==> config.mk <==
export PLATFORM = sky130hd
export DESIGN_NAME = doa_band_collector
export DESIGN_NICKNAME = d
export VERILOG_FILES = /design/src/rtl/doa_pkg.sv /design/src/rtl/doa_pingpong_ram.sv /design/src/rtl/doa_band_collector.sv
export SDC_FILE = /design/constraint.sdc
export NUM_CORES = 1
export LEC_CHECK = 0
export BUFFER_PORTS_ARGS = -buffer_cell sky130_fd_sc_hd__buf_2
export CAP_MARGIN = 0
export CELL_PAD_IN_SITES_DETAIL_PLACEMENT = 0
export CELL_PAD_IN_SITES_GLOBAL_PLACEMENT = 1
export CORE_MARGIN = 2
export CORE_UTILIZATION = 50
export DETAILED_ROUTE_END_ITERATION = 16
export HOLD_SLACK_MARGIN = 0.03
export PLACE_DENSITY = 0.8
export SYNTH_ARGS = -nofsm -noshare
export SYNTH_HDL_FRONTEND = slang
export SYNTH_SLANG_ARGS = --single-unit
==> constraint.sdc <==
create_clock -name clk -period 10.74 [get_ports clk]
set_input_delay 1.611 -clock clk [delete_from_list [all_inputs] [get_ports clk]]
set_output_delay 1.611 -clock clk [all_outputs]
set_load 0.1 [all_outputs]
==> src/rtl/doa_pkg.sv <==
// Shared types and width helpers for the DOA band collector.
package doa_pkg;

    typedef enum logic [1:0] {
        RD_IDLE  = 2'd0,
        RD_FETCH = 2'd1,
        RD_SEND  = 2'd2
    } rd_state_e;

    function automatic int band_w(input int bands);
        return (bands > 1) ? $clog2(bands) : 1;
    endfunction

    // Entry layout, MSB first: {y, x, lmax, lmin, error}
    function automatic int entry_w(input int din_w);
        return 4 * din_w + 1;
    endfunction

endpackage

==> src/rtl/doa_pingpong_ram.sv <==
// Two-bank entry store: one write port, one read port, registered read data.
module doa_pingpong_ram
    import doa_pkg::*;
#(
    parameter int ADDR_W = 3,
    parameter int WIDTH  = 65
) (
    input  logic              clk,
    input  logic              rst,
    input  logic              we_i,
    input  logic [ADDR_W-1:0] waddr_i,
    input  logic [WIDTH-1:0]  wdata_i,
    input  logic              re_i,
    input  logic [ADDR_W-1:0] raddr_i,
    output logic [WIDTH-1:0]  rdata_o
);

    logic [WIDTH-1:0] mem_q [2**ADDR_W];
    logic [WIDTH-1:0] rdata_q;

    always_ff @(posedge clk) begin
        if (we_i) begin
            mem_q[waddr_i] <= wdata_i;
        end
    end

    // The read register doubles as the output data register, so it is reset.
    always_ff @(posedge clk) begin
        if (rst) begin
            rdata_q <= '0;
        end else if (re_i) begin
            rdata_q <= mem_q[raddr_i];
        end
    end

    assign rdata_o = rdata_q;

endmodule

==> src/rtl/doa_band_collector.sv <==
// Collects per-band eigen results into double-buffered frames and streams
// each completed frame out in band order over valid/ready/last.
module doa_band_collector
    import doa_pkg::*;
#(
    parameter int DIN_WIDTH     = 16,
    parameter int BANDS         = 4,
    parameter int OVF_CNT_WIDTH = 16
) (
    input  logic                        clk,
    input  logic                        rst,
    input  logic signed [DIN_WIDTH-1:0] lamb1_i,
    input  logic signed [DIN_WIDTH-1:0] lamb2_i,
    input  logic signed [DIN_WIDTH-1:0] eigen1_y_i,
    input  logic signed [DIN_WIDTH-1:0] eigen2_y_i,
    input  logic signed [DIN_WIDTH-1:0] eigen_x_i,
    input  logic                        din_valid_i,
    input  logic                        din_error_i,
    input  logic [band_w(BANDS)-1:0]    band_in_i,
    output logic signed [DIN_WIDTH-1:0] dout_y_o,
    output logic signed [DIN_WIDTH-1:0] dout_x_o,
    output logic signed [DIN_WIDTH-1:0] dout_lmax_o,
    output logic signed [DIN_WIDTH-1:0] dout_lmin_o,
    output logic [band_w(BANDS)-1:0]    dout_band_o,
    output logic                        dout_error_o,
    output logic                        dout_valid_o,
    output logic                        dout_last_o,
    input  logic                        dout_ready_i,
    output logic [OVF_CNT_WIDTH-1:0]    ovf_count_o,
    output logic                        dup_flag_o
);

    localparam int BAND_W  = band_w(BANDS);
    localparam int ENTRY_W = entry_w(DIN_WIDTH);
    localparam int ADDR_W  = BAND_W + 1;

    logic                     wr_bank_q;
    logic [1:0]               full_q;
    logic [1:0]               full_d;
    logic [BANDS-1:0]         seen_q;
    logic [OVF_CNT_WIDTH-1:0] ovf_q;
    logic                     dup_q;

    logic                     in_range;
    logic                     accept;
    logic                     drop;
    logic                     frame_done;
    logic [BANDS-1:0]         band_oh;
    logic [BANDS-1:0]         seen_next;
    logic [ENTRY_W-1:0]       wdata;

    rd_state_e                state_q;
    logic                     rd_bank_q;
    logic [BAND_W-1:0]        idx_q;
    logic                     dout_valid_q;
    logic                     dout_last_q;
    logic [BAND_W-1:0]        dout_band_q;

    logic                     handshake;
    logic                     last_beat;
    logic                     bank_release;
    logic                     start_frame;
    logic                     rd_en;
    logic [BAND_W-1:0]        rd_idx;
    logic [ENTRY_W-1:0]       rdata;

    // Dominant eigenvector: ties go to the first eigenpair.
    always_comb begin
        if (lamb1_i >= lamb2_i) begin
            wdata = {eigen1_y_i, eigen_x_i, lamb1_i, lamb2_i, din_error_i};
        end else begin
            wdata = {eigen2_y_i, eigen_x_i, lamb2_i, lamb1_i, din_error_i};
        end
    end

    assign in_range = int'(band_in_i) < BANDS;
    assign accept   = din_valid_i && in_range && !full_q[wr_bank_q];
    assign drop     = din_valid_i && !accept;

    always_comb begin
        band_oh = '0;
        if (in_range) begin
            band_oh[band_in_i] = 1'b1;
        end
    end

    assign seen_next  = seen_q | band_oh;
    assign frame_done = accept && (&seen_next);

    // Fill and release always target different banks, so both may land together.
    always_comb begin
        full_d = full_q;
        if (bank_release) begin
            full_d[rd_bank_q] = 1'b0;
        end
        if (frame_done) begin
            full_d[wr_bank_q] = 1'b1;
        end
    end

    always_ff @(posedge clk) begin
        if (rst) begin
            wr_bank_q <= 1'b0;
            full_q    <= '0;
            seen_q    <= '0;
            ovf_q     <= '0;
            dup_q     <= 1'b0;
        end else begin
            full_q <= full_d;
            if (accept) begin
                if (seen_q[band_in_i]) begin
                    dup_q <= 1'b1;
                end
                seen_q <= frame_done ? '0 : seen_next;
            end
            if (frame_done) begin
                wr_bank_q <= ~wr_bank_q;
            end
            if (drop && (ovf_q != '1)) begin
                ovf_q <= ovf_q + 1'b1;
            end
        end
    end

    assign handshake    = (state_q == RD_SEND) && dout_ready_i;
    assign last_beat    = int'(idx_q) == BANDS - 1;
    assign bank_release = handshake && last_beat;
    // Looking at the completing write as well lets the first beat appear two cycles after it.
    assign start_frame  = full_q[rd_bank_q] || (frame_done && (wr_bank_q == rd_bank_q));

    always_comb begin
        rd_en  = 1'b0;
        rd_idx = idx_q;
        if (state_q == RD_FETCH) begin
            rd_en = 1'b1;
        end else if (handshake && !last_beat) begin
            rd_en  = 1'b1;
            rd_idx = idx_q + 1'b1;
        end
    end

    always_ff @(posedge clk) begin
        if (rst) begin
            state_q      <= RD_IDLE;
            rd_bank_q    <= 1'b0;
            idx_q        <= '0;
            dout_valid_q <= 1'b0;
            dout_last_q  <= 1'b0;
            dout_band_q  <= '0;
        end else begin
            case (state_q)
                RD_IDLE: begin
                    if (start_frame) begin
                        state_q <= RD_FETCH;
                        idx_q   <= '0;
                    end
                end
                RD_FETCH: begin
                    state_q      <= RD_SEND;
                    dout_valid_q <= 1'b1;
                    dout_band_q  <= idx_q;
                    dout_last_q  <= last_beat;
                end
                RD_SEND: begin
                    if (dout_ready_i) begin
                        if (last_beat) begin
                            state_q      <= RD_IDLE;
                            dout_valid_q <= 1'b0;
                            dout_last_q  <= 1'b0;
                            rd_bank_q    <= ~rd_bank_q;
                        end else begin
                            idx_q       <= idx_q + 1'b1;
                            dout_band_q <= idx_q + 1'b1;
                            dout_last_q <= (int'(idx_q) + 1) == BANDS - 1;
                        end
                    end
                end
                default: state_q <= RD_IDLE;
            endcase
        end
    end

    doa_pingpong_ram #(
        .ADDR_W (ADDR_W),
        .WIDTH  (ENTRY_W)
    ) u_ram (
        .clk     (clk),
        .rst     (rst),
        .we_i    (accept),
        .waddr_i ({wr_bank_q, band_in_i}),
        .wdata_i (wdata),
        .re_i    (rd_en),
        .raddr_i ({rd_bank_q, rd_idx}),
        .rdata_o (rdata)
    );

    assign {dout_y_o, dout_x_o, dout_lmax_o, dout_lmin_o, dout_error_o} = rdata;
    assign dout_valid_o = dout_valid_q;
    assign dout_last_o  = dout_last_q;
    assign dout_band_o  = dout_band_q;
    assign ovf_count_o  = ovf_q;
    assign dup_flag_o   = dup_q;

endmodule
; ---- Yosys cells after proc, flatten, opt, wreduce, memory -nomap -nowiden
; Memories as Yosys holds them, arrays and structs flattened. A register that Yosys moved wholly into a read port is not among the register bits.
; Cells that the tools add are included.
[op_classes]
add_sub_neg = 3
magnitude_cmp = 7
eq_ne = 10
mux = 37
bitwise_logic = 6
reduce_logical = 26
[ops]
columns = op, n
row1 = $mux W65, 1
row2 = $mux W2, 10
row3 = $add A16 B1 Y16 const B, 1
row4 = $ge A16 B16 Y1, 1
row5 = $mux W1, 16
row6 = $ne A16 B16 Y1 const B, 1
row7 = $reduce_and A3 Y1, 4
row8 = $logic_and A1 B1 Y1, 11
row9 = $ne A2 B2 Y1 const B, 4
row10 = $pmux W2 S2, 2
row11 = $reduce_and A4 Y1, 2
row12 = $pmux W2 S3, 1
row13 = $eq A2 B1 Y1 const B, 2
row14 = $lt A1 B2 Y1 const B, 2
row15 = $mux W4, 1
row16 = $or A4 B4 Y4, 1
row17 = $pmux W1 S2, 2
row18 = $reduce_and A2 Y1, 2
row19 = $reduce_bool A2 Y1, 2
row20 = $add A2 B1 Y3 const B, 1
row21 = $eq A3 B2 Y1 const B, 1
row22 = $logic_not A1 Y1, 3
row23 = $lt A2 B3 Y1 const B, 1
row24 = $add A2 B1 Y2 const B, 1
row25 = 13 further kinds, 16
[totals]
regBits = 33
mem_bits_rw = 520
output_inout_bits = 86
word_cells = 101
n_memories = 1
[mem_list]
columns = name, words, word_bits, rd, rd_clocked_by_memory_dff, write_ports, line
row1 = u_ram.mem_q, 8, 65, 1, 1, 1, doa_pingpong_ram.sv:18  ; logic [WIDTH-1:0] mem_q [2**ADDR_W];

; ---- Depth between registers and ports, before layout
; Gate-level depths: netlist (run 1).
[logic_depth]
word_depth = 11
ltp_mapped = 10
mapped_depth_nobuf = 7

; ---- By module
; From an unflattened synthesis (run 1), not the netlist that was laid out.
[hier_totals]
cells_unflattened = 1748
area_unflattened_um2 = 26237.7
[by_module_without_submodules]
columns = module, instances, cells_each, area_each_um2, seq_area_each_um2
row1 = doa_pingpong_ram, 1, 1200, 22207.5, 16916.2
row2 = doa_band_collector, 1, 548, 4030.1, 660.6

; ---- Worst setup path before layout (run 1)
; OpenSTA, ideal clock, no wires.
[synth_timing]
path_type = input port to flip-flop
from = input port band_in_i[1]
to = memory u_ram.mem_q[0][0] (enable)
setup_ns = 0.649
arrival_ns = 8.076
required_time_ns = 10.091
slack_ns = 2.015
path_stages = 2
path_cell_list = clkbuf_1 nor4_1
[synth_rtl]
columns = element, line
row1 = from (decl), doa_band_collector.sv:19  ; input logic [band_w(BANDS)-1:0] band_in_i,
row2 = to (decl), doa_pingpong_ram.sv:18
; No word-level cell before the write port.

; ---- Final worst setup path (run 1)
[layout_timing]
from = input port lamb2_i[14]
to = memory u_ram.mem_q[2][6] (data pin)
[layout_between]
elab_chain_cells = 2
[layout_lines]
columns = element, line
row1 = from (decl), doa_band_collector.sv:13  ; input logic signed [DIN_WIDTH-1:0] lamb2_i,
row2 = $ge A16 B16 Y1, doa_band_collector.sv:69  ; if (lamb1_i >= lamb2_i) begin
row3 = $mux W65, doa_band_collector.sv:69
row4 = via u_ram.wdata_i[6], doa_pingpong_ram.sv:12  ; input logic [WIDTH-1:0] wdata_i,
; The timed path passes the listed nets, and every way through them passes these cells.

==> run metrics, run 1 <==
share of layout cells above drive strength 1=approximately 17%; Routed WL=roughly 64 mm; highest attainable clock frequency=a little under 200 MHz; Root Buffer=sky130_fd_sc_hd__clkbuf_16; Worst Setup Start Kind=input pin; vias per cell=6.37; number of clock sinks seen by CTS=between 600 and 700; final cycle utilization of the critical path=between 40% and 50%; largest net degree at the start of global routing=around 100; row count=between 80 and 90; detail-routed net length per standard cell=about 25 µm; detailed placer's ending HPWL=between 30 and 40 mm; R2R cell count=8; H-tree level count=3; aggregate global-route resource usage=24.0%; met2 demand-to-capacity share in global routing=39.2%; clock tree skew after final layout=~0.025 ns; first-pass GRT wire length=95.7 mm; met1 routing resource usage after global routing=33.1%; post-layout power=approximately 5.5 mW; post-detailed-route DRC marker count=0; overall die area=about 0.052 mm²; most area-hungry cell type in the Yosys netlist=sky130_fd_sc_hd__edfxtp_1; compound-gate portion of the synthesized area=11.3%; netlist area before placement=around 0.025 mm²; TNS Setup=0 ns; number of diodes added for antenna fixing=0; Gate Count Post-Synth=around 1700; Setup WS post-layout=between 5 and 6 ns; Crit path required time=10.94 ns; area share of fa/ha/maj cells after synthesis=0.990%; TritonCTS clock tree=done; cts hold-fix bufs=0; sequential element share of the synthesized area=between 60 and 70%; I/O pin cnt=roughly 170; number of antenna violations at the first check in global routing=0; number of maximum-capacitance constraint violations=0; via count of the first global-routing pass=15900; fraction of post-synthesis cell area in the top cell type by area=between 60% and 70%; number of setup buffers added after CTS=0; Critical Path Sink Type=flop; Hold Path Cell Cnt=1; start-to-end type of the worst setup path=in -> reg; number of pins exceeding their max-slew limit in the final report=0; clk buf depth=3; Post-Place Setup Slack=5.18 ns; Post-Syn Area per Cell=between 10 and 15 µm²; launch point of the worst reg-to-reg path=idx_q[0]; port buffer count=between 150 and 200; number of buffers created by CTS=between 60 and 70; RSZ-0062 raised after global routing=false; flop-to-flop setup slack=about 6.1 ns; xor/xnor cell area share of the yosys netlist=less than 1%; launching instance or port of the critical path=lamb2_i[14]; clock edge transition at the registers on the reported setup and hold paths=around 0.060 ns; distinct cell type count of the synthesized netlist=57; ys flop type=sky130_fd_sc_hd__edfxtp_1; minimum clock period=about 5.1 ns; Synth area leaders=sky130_fd_sc_hd__edfxtp_1 (62%), sky130_fd_sc_hd__dfxtp_1 (7.8%), sky130_fd_sc_hd__mux2i_1 (5.4%), sky130_fd_sc_hd__a221oi_1 (4.5%), sky130_fd_sc_hd__nand4_1 (2.5%); Worst Max-Slew Pin Slew=about 1.2 ns; Yosys warnings=0; Setup Viol. Count Final=0; total power per unit cell area=between 150 and 200 mW/mm²; simple-gate share of the synthesized area=between 8 and 9%; last weighted congestion value of the routability-driven placer=0.805; dominant combinational cell family by area after synthesis=compound AO/OA/AOI/OAI gates; die span in y=229 µm; Yosys reg bits=618; kind of path behind the tightest hold check=reg -> reg; Worst Path Arrival=about 5.3 ns; horizontal die dimension=approximately 230 µm; total congestion overflow=0; met3 layer usage reported by global route=roughly 4.5%; post-detailed-route count of antenna-violating nets=0; Post-Synthesis Net Count=~1800; IR Drop Worst-Case VDD=between 0.1 and 0.15 mV; end point of the critical path=u_ram.mem_q[2][6]; synthesis-to-layout area growth=14.0%; number of DRC violations after detailed-routing iteration 0=about 1600; number of fill cells in the layout=between 3000 and 4000; peak-usage layer in the global routing report=met2; initial core utilization=50.5%; status=complete, no violations; crit-path max FO=between 80 and 90; remaining max-slew budget at the tightest pin=between 20 and 25%; mux cell area share after synthesis=under 10%; ys async rst share=0%; via count=roughly 16000; number of enable-type register cells in the synthesized netlist=between 500 and 600; post_cts resized=0; Worst-Skew Late Latency=~0.6 ns; Final Hold Vio Count=0; Detailed Routing Iterations Pass 1=5; end of the worst register-to-register path=u_ram.rdata_o[6]; nets=1964; leakage dissipation=11.3 nW; core region area=0.0501 mm²
==> logic make-up after synthesis <==
family | Yosys count
DFF | 618
and+or+nand+nor | 413
AOI/OAI and AO/OA | 357
buffers and inverters | 171
muxes | 139
adders and majority gates | 20
xor gates and xnor gates | 17
==> synthesized netlist by cell type, drive strengths merged, types with 4 or more instances <==
library cell	n
nand2	65
nor2b	8
a221oi	130
nand3	54
nor2	36
o21ai	10
a211o	65
nand4	103
ha	20
a21oi	17
a22o	47
buf	77
xor2	15
o22ai	65
edfxtp	520
nand4b	4
clkbuf	70
inv	24
mux2i	137
nor3	68
nand2b	54
dfxtp	98
o211ai	6
==> per-layer routing <==
layer | vias to the layer above | routed length [µm]
li1 | 7244 | -
met1 | 8329 | 27300
met2 | 758 | 30200
met3 | 99 | 5130
met4 | 0 | 1260
met5 | - | 0
==> state kept, by name, indices dropped and copies added (netlist names) <==
| register | cells |
|---|---|
| dout_valid_o | 1 |
| state_q | 2 |
| dout_last_o | 1 |
| rd_bank_q | 1 |
| u_ram.rdata_o | 65 |
| wr_bank_q | 1 |
| dout_band_o | 2 |
| seen_q | 4 |
| idx_q | 2 |
| u_ram.mem_q | 520 |
| ovf_count_o | 16 |
| dup_flag_o | 1 |
| full_q | 2 |
==> stage by stage <==
| step | util (%) | std cells | hold WS, ns | instance area [µm²] |
|---|---|---|---|---|
| detailed placement | 53.2 | 2461 | 0.445 | 26700 |
| global route | 57.5 | 2578 | 0.472 | 28800 |
| finish | 57.5 | 2578 | 0.456 | 28800 |
| CTS | 57.5 | 2578 | 0.459 | 28800 |
| floorplan | - | 1735 | 0.458 | 25300 |
| global placement | 53.2 | 2461 | 0.440 | 26700 |
==> critical path: stages <==
cell	delay [ns]
sky130_fd_sc_hd__buf_2	0.12
sky130_fd_sc_hd__inv_1	0.05
sky130_fd_sc_hd__ha_1	0.28
sky130_fd_sc_hd__nand4_1	0.21
sky130_fd_sc_hd__nor3_1	0.12
sky130_fd_sc_hd__a2111oi_4	1.06
sky130_fd_sc_hd__buf_4	0.54
sky130_fd_sc_hd__buf_4	0.73
sky130_fd_sc_hd__a22o_1	0.26
sky130_fd_sc_hd__nand3_1	0.29
==> layout make-up <==
type                       instances  area, µm²  area share [%]
tap                              672        841            2.92
timing repair buffer             201       1080            3.74
inverter                          24       90.1           0.313
clock inverter                    31        368            1.28
clock buffer                      86       1790            6.21
multi-input combinational        946       7070            24.5
sequential                       618      17600            61.0
==> worst min-delay path by stage <==
| stage | start | end |
|---|---|---|
| after floorplan | seen_q[3] | seen_q[3] |
| after global placement | u_ram.rdata_o[39] | u_ram.rdata_o[39] |
| after detailed placement | u_ram.rdata_o[45] | u_ram.rdata_o[45] |
| after CTS | u_ram.rdata_o[39] | u_ram.rdata_o[39] |
| after global routing | u_ram.rdata_o[39] | u_ram.rdata_o[39] |
| final | u_ram.rdata_o[45] | u_ram.rdata_o[45] |
==> power breakdown <==
group          switching, mW  internal (mW)  leakage [nW]
Sequential            0.0265           2.72          5.54
Combinational          0.396          0.123          4.70
Clock                  0.891           1.37          1.06
Total                   1.31           4.21          11.3
==> placed cells by master, fill, tap and decap left out, drive strengths merged, types with 10 or more instances in the layout <==
| master | n |
|---|---|
| o21ai | 10 |
| nor2 | 36 |
| nand4 | 103 |
| a221oi | 130 |
| clkbuf | 86 |
| dfxtp | 98 |
| nand2 | 65 |
| nand2b | 54 |
| a21oi | 17 |
| clkinv | 20 |
| o22ai | 65 |
| mux2i | 137 |
| xor2 | 15 |
| inv | 26 |
| ha | 20 |
| nand3 | 54 |
| nor3 | 68 |
| buf | 201 |
| a211o | 65 |
| edfxtp | 520 |
| a22o | 47 |
No activity file was read; power rests on OpenSTA's default activity.
==> inputs of run 2 (changes only) <==
Settings changed: ABC_AREA set to 1, CORE_UTILIZATION 50 to 44, PLACE_DENSITY 0.8 to 0.78.
Clock period 10.74 ns to 4.2 ns, I/O delays scaled along.
==> run 2 against run 1 <==
Net effect:
- total power rose to 3.1 times the previous value
- cell area grew 3.6%
- die area grew 17%
- count of clock-buffer cells in the layout is 1 lower
- non-clock buffer count increased by 9
- critical endpoint is now u_ram.rdata_o[27]
==> run metrics, run 2 <==
flop-to-flop setup slack=1.13 ns (was 6.14 ns); fraction of post-synthesis cell area in the top cell type by area=59.7% (was 61.8%); Hold Path Cell Cnt=1 (unchanged); via count=19300 (was 16400); clock tree skew after final layout=0.0276 ns (was 0.0249 ns); status=complete, no violations (unchanged); xor/xnor cell area share of the yosys netlist=0.335% (was 0.619%); compound-gate portion of the synthesized area=2.34% (was 11.3%); largest net degree at the start of global routing=196 (was 98); start-to-end type of the worst setup path=reg -> reg (was in -> reg); launch point of the worst reg-to-reg path=idx_q[0] (unchanged); Routed WL=72.1 mm (was 63.9 mm); sequential element share of the synthesized area=67.2% (was 69.5%); total power per unit cell area=567 mW/mm² (was 192 mW/mm²); P_int=11.2 mW (was 4.21 mW); worst min-delay path endpoint=u_ram.mem_q[0][34] (was u_ram.rdata_o[45]); Worst Path Arrival=3.64 ns (was 5.34 ns); Final Hold Vio Count=0 (unchanged); row count=89 (was 82); number of setup buffers added after CTS=0 (unchanged); ys async rst share=0% (unchanged); cell repeated most along the worst path=sky130_fd_sc_hd__nand3_1 (was sky130_fd_sc_hd__buf_4); worst hold start=eigen_x_i[1] (was u_ram.rdata_o[45]); register with the highest flop count=u_ram.mem_q (unchanged); post-detailed-route DRC marker count=0 (unchanged); end-of-flow core utilization=50.7% (was 57.5%); most area-hungry cell type in the Yosys netlist=sky130_fd_sc_hd__edfxtp_1 (unchanged); clock edge transition at the registers on the reported setup and hold paths=0.06 ns (about the same); number of clock sinks seen by CTS=618 (unchanged); nets=2679 (was 1964); Yosys reg bits=618 (unchanged); end of the worst register-to-register path=u_ram.rdata_o[27] (was u_ram.rdata_o[6]); area share of fa/ha/maj cells after synthesis=0.956% (was 0.990%); initial core utilization=44.4% (was 50.5%); switching power total=5.72 mW (was 1.31 mW); cts hold-fix bufs=0 (unchanged); vias per cell=5.67 (was 6.37); leakage dissipation=11.9 nW (was 11.3 nW); overall die area=0.0614 mm² (was 0.0524 mm²); Critical Path Sink Type=flop (unchanged); minimum clock period=slightly above 3 ns; RSZ-0062 raised after global routing=false (unchanged); H-tree level count=2 (was 3); Yosys warnings=0 (unchanged); cell-by-cell trace of the critical path=ha_1 -> nor2_1 -> nand3_2 -> nand2_2 -> buf_4 -> nand2_1 -> nand3_1 -> nand3_1 -> nand3_1 -> nand2_1 -> inv_1 (was buf_2 -> inv_1 -> ha_1 -> nand4_1 -> nor3_1 -> a2111oi_4 -> buf_4 -> buf_4 -> a22o_1 -> nand3_1); detail-routed net length per standard cell=21.2 µm (was 24.8 µm); Final Instance Area=0.0299 mm² (was 0.0288 mm²); Post-Syn Area per Cell=10.6 µm² (was 14.6 µm²); most common cell after layout, fill and taps aside=sky130_fd_sc_hd__nand3_1 (was sky130_fd_sc_hd__edfxtp_1); number of fill cells in the layout=5191 (was 3982); Cells after DPL=3282 (was 2461); crit-path max FO=51 (was 81); last weighted congestion value of the routability-driven placer=0.859 (was 0.805); Multi-input gate area=0.00726 mm² (was 0.00707 mm²); Storage cell area=0.0176 mm² (about the same); part of the total power dissipated in combinational logic=25.4% (was 9.4%); Gate Count Post-Synth=2473 (was 1735); Detailed Routing Iterations Pass 1=7 (was 5); synthesis-to-layout area growth=14.1% (was 14.0%); via count of the first global-routing pass=18300 (was 15900); die span in y=248 µm (was 229 µm); number of buffers created by CTS=61 (was 66); Synth area leaders=sky130_fd_sc_hd__edfxtp_1 (60%), sky130_fd_sc_hd__nand3_1 (14%), sky130_fd_sc_hd__dfxtp_1 (7.5%), sky130_fd_sc_hd__nand2_1 (7.1%), sky130_fd_sc_hd__inv_1 (2.7%) (was sky130_fd_sc_hd__edfxtp_1 (62%), sky130_fd_sc_hd__dfxtp_1 (7.8%), sky130_fd_sc_hd__mux2i_1 (5.4%), sky130_fd_sc_hd__a221oi_1 (4.5%), sky130_fd_sc_hd__nand4_1 (2.5%)); ys flop type=sky130_fd_sc_hd__edfxtp_1 (unchanged); share of layout cells above drive strength 1=12.3% (was 16.8%); core region area=0.0589 mm² (was 0.0501 mm²); horizontal die dimension=248 µm (was 229 µm); I/O pin cnt=173 (unchanged); kind of path behind the tightest hold check=in -> reg (was reg -> reg); Largest register FFs=520 (unchanged); clk buf depth=3 (unchanged); simple-gate share of the synthesized area=23.5% (was 8.82%); relative contribution of sequential cells to total power=42.4% (was 49.7%); mux cell area share after synthesis=0.0382% (was 5.57%); final cycle utilization of the critical path=roughly three quarters; number of pins exceeding their max-slew limit in the final report=0 (unchanged); total congestion overflow=0 (unchanged); Post-Synthesis Net Count=2580 (was 1842); post_cts resized=0 (unchanged); Worst-Skew Late Latency=0.64 ns (was 0.59 ns); switching part of the total power=33.8% (was 23.8%); port buffer count=172 (unchanged); remaining max-slew budget at the tightest pin=27.3% (was 20.8%); number of antenna violations at the first check in global routing=1 (was 0); netlist area before placement=0.0262 mm² (was 0.0253 mm²); aggregate global-route resource usage=23.2% (was 24.0%); post-detailed-route count of antenna-violating nets=0 (unchanged); Root Buffer=sky130_fd_sc_hd__clkbuf_16 (unchanged); clock network fraction of design power=32.2% (was 40.9%); number of enable-type register cells in the synthesized netlist=520 (unchanged); most used cells in the layout excluding fill and tap cells=sky130_fd_sc_hd__nand3_1 (731), sky130_fd_sc_hd__edfxtp_1 (520), sky130_fd_sc_hd__nand2_1 (494) (was sky130_fd_sc_hd__edfxtp_1 (520), sky130_fd_sc_hd__buf_2 (172), sky130_fd_sc_hd__mux2i_1 (136)); highest attainable clock frequency=326 MHz; number of maximum-capacitance constraint violations=0 (unchanged); post-layout power=16.9 mW (was 5.52 mW); crit-path max cell delay=0.68 ns (was 1.06 ns); Crit path required time=4.77 ns (was 10.94 ns); dominant combinational cell family by area after synthesis=simple AND/OR/NAND/NOR gates (was compound AO/OA/AOI/OAI gates); IR Drop Worst-Case VDD=0.469 mV (was 0.106 mV); Worst Max-Slew Pin Slew=1.09 ns (was 1.18 ns); R2R cell count=11 (was 8); distinct cell type count of the synthesized netlist=28 (was 57); Non-Filler Instances=3400 (was 2578); Setup Viol. Count Final=0 (unchanged); number of DRC violations after detailed-routing iteration 0=1967 (was 1619); Placement Cell Area=0.0278 mm² (was 0.0267 mm²); first-pass GRT wire length=108 mm (was 95.7 mm); most instantiated cells after synthesis=sky130_fd_sc_hd__nand3_1 (734), sky130_fd_sc_hd__edfxtp_1 (520), sky130_fd_sc_hd__nand2_1 (498) (was sky130_fd_sc_hd__edfxtp_1 (520), sky130_fd_sc_hd__mux2i_1 (136), sky130_fd_sc_hd__a221oi_1 (130)); TritonCTS clock tree=done (unchanged); Critical Path Slowest Stage Cell=sky130_fd_sc_hd__buf_4 (was sky130_fd_sc_hd__a2111oi_4); detailed placer's ending HPWL=37.4 mm (was 34.8 mm); Worst Setup Start Kind=flop (was input pin); most used standard cell by instance count after synthesis=sky130_fd_sc_hd__nand3_1 (was sky130_fd_sc_hd__edfxtp_1)
[run 2: cell count changes after synthesis, sizes merged, moves of 63 or more]
cell | before | now
a211o | 65 | 0
a221oi | 130 | 0
inv | 24 | 187
mux2i | 137 | 1
nand2 | 65 | 500
nand3 | 54 | 735
nor3 | 68 | 5
o21ai | 10 | 82
o22ai | 65 | 0
[run 2: metal layers]
layer	vias to the layer above	wire length [µm]	global-route usage, %	part of all wire [%]
met5	-	0	0	0
met4	0	2250	8.42	3.1
met3	137	6150	3.85	8.5
met2	849	33800	37.6	47
met1	9387	29800	31.5	41
li1	8896	-	-	-
[run 2: cells by family after synthesis]
family	Yosys count
simple gates	1344
compound gates	119
fa+ha+maj	20
buf+inv	361
flops	618
mux	1
xor+xnor	10
[run 2: critical path: cells and delay by family, from the launching register on]
family	cells	cell delay [ns]
flops	1	0.40
fa+ha+maj	1	0.29
buf+inv	2	0.73
simple gates	8	1.58
[run 2: area by class of cell]
cell class	count	share of cell area (%)
diodes	3	0.0251
flip-flops and latches	618	58.9
multi-input cells	1494	24.3
clock inverters	30	1.01
clock buffers	85	5.69
well taps	773	3.24
repair buffers	210	4.47
inverters	187	2.36
[run 2: power groups by stage]
stage	sequential [mW]	clock, mW	combinational, mW
finish	7.18	5.45	4.30
global route	7.21	5.78	4.66
CTS	7.18	5.53	4.29
detailed placement	7.31	0	4.27
global placement	7.30	0	4.20
floorplan	8.32	0	2.16
[run 2: how the worst max path moves through the flow]
| stage | endpoint | slack (ns) | start | depth (start not counted) |
|---|---|---|---|---|
| after floorplan | u_ram.mem_q[2][0] | -0.08 | wr_bank_q | 7 |
| after global placement | u_ram.mem_q[4][15] | 0.86 | lamb2_i[15] | 13 |
| after detailed placement | u_ram.mem_q[7][15] | 0.83 | lamb2_i[15] | 13 |
| after CTS | u_ram.rdata_o[9] | 1.15 | idx_q[0] | 11 |
| after global routing | u_ram.rdata_o[27] | 0.96 | idx_q[0] | 11 |
| final | u_ram.rdata_o[27] | 1.13 | idx_q[0] | 11 |
[run 2: metrics by stage]
step,TNS (ns),hold slack (ns),setup WS [ns]
CTS,0,0.255,1.15
finish,0,0.283,1.13
detailed placement,0,0.458,0.827
global placement,0,0.455,0.863
global route,0,0.276,0.956
floorplan,-24.98,0.452,-0.0752
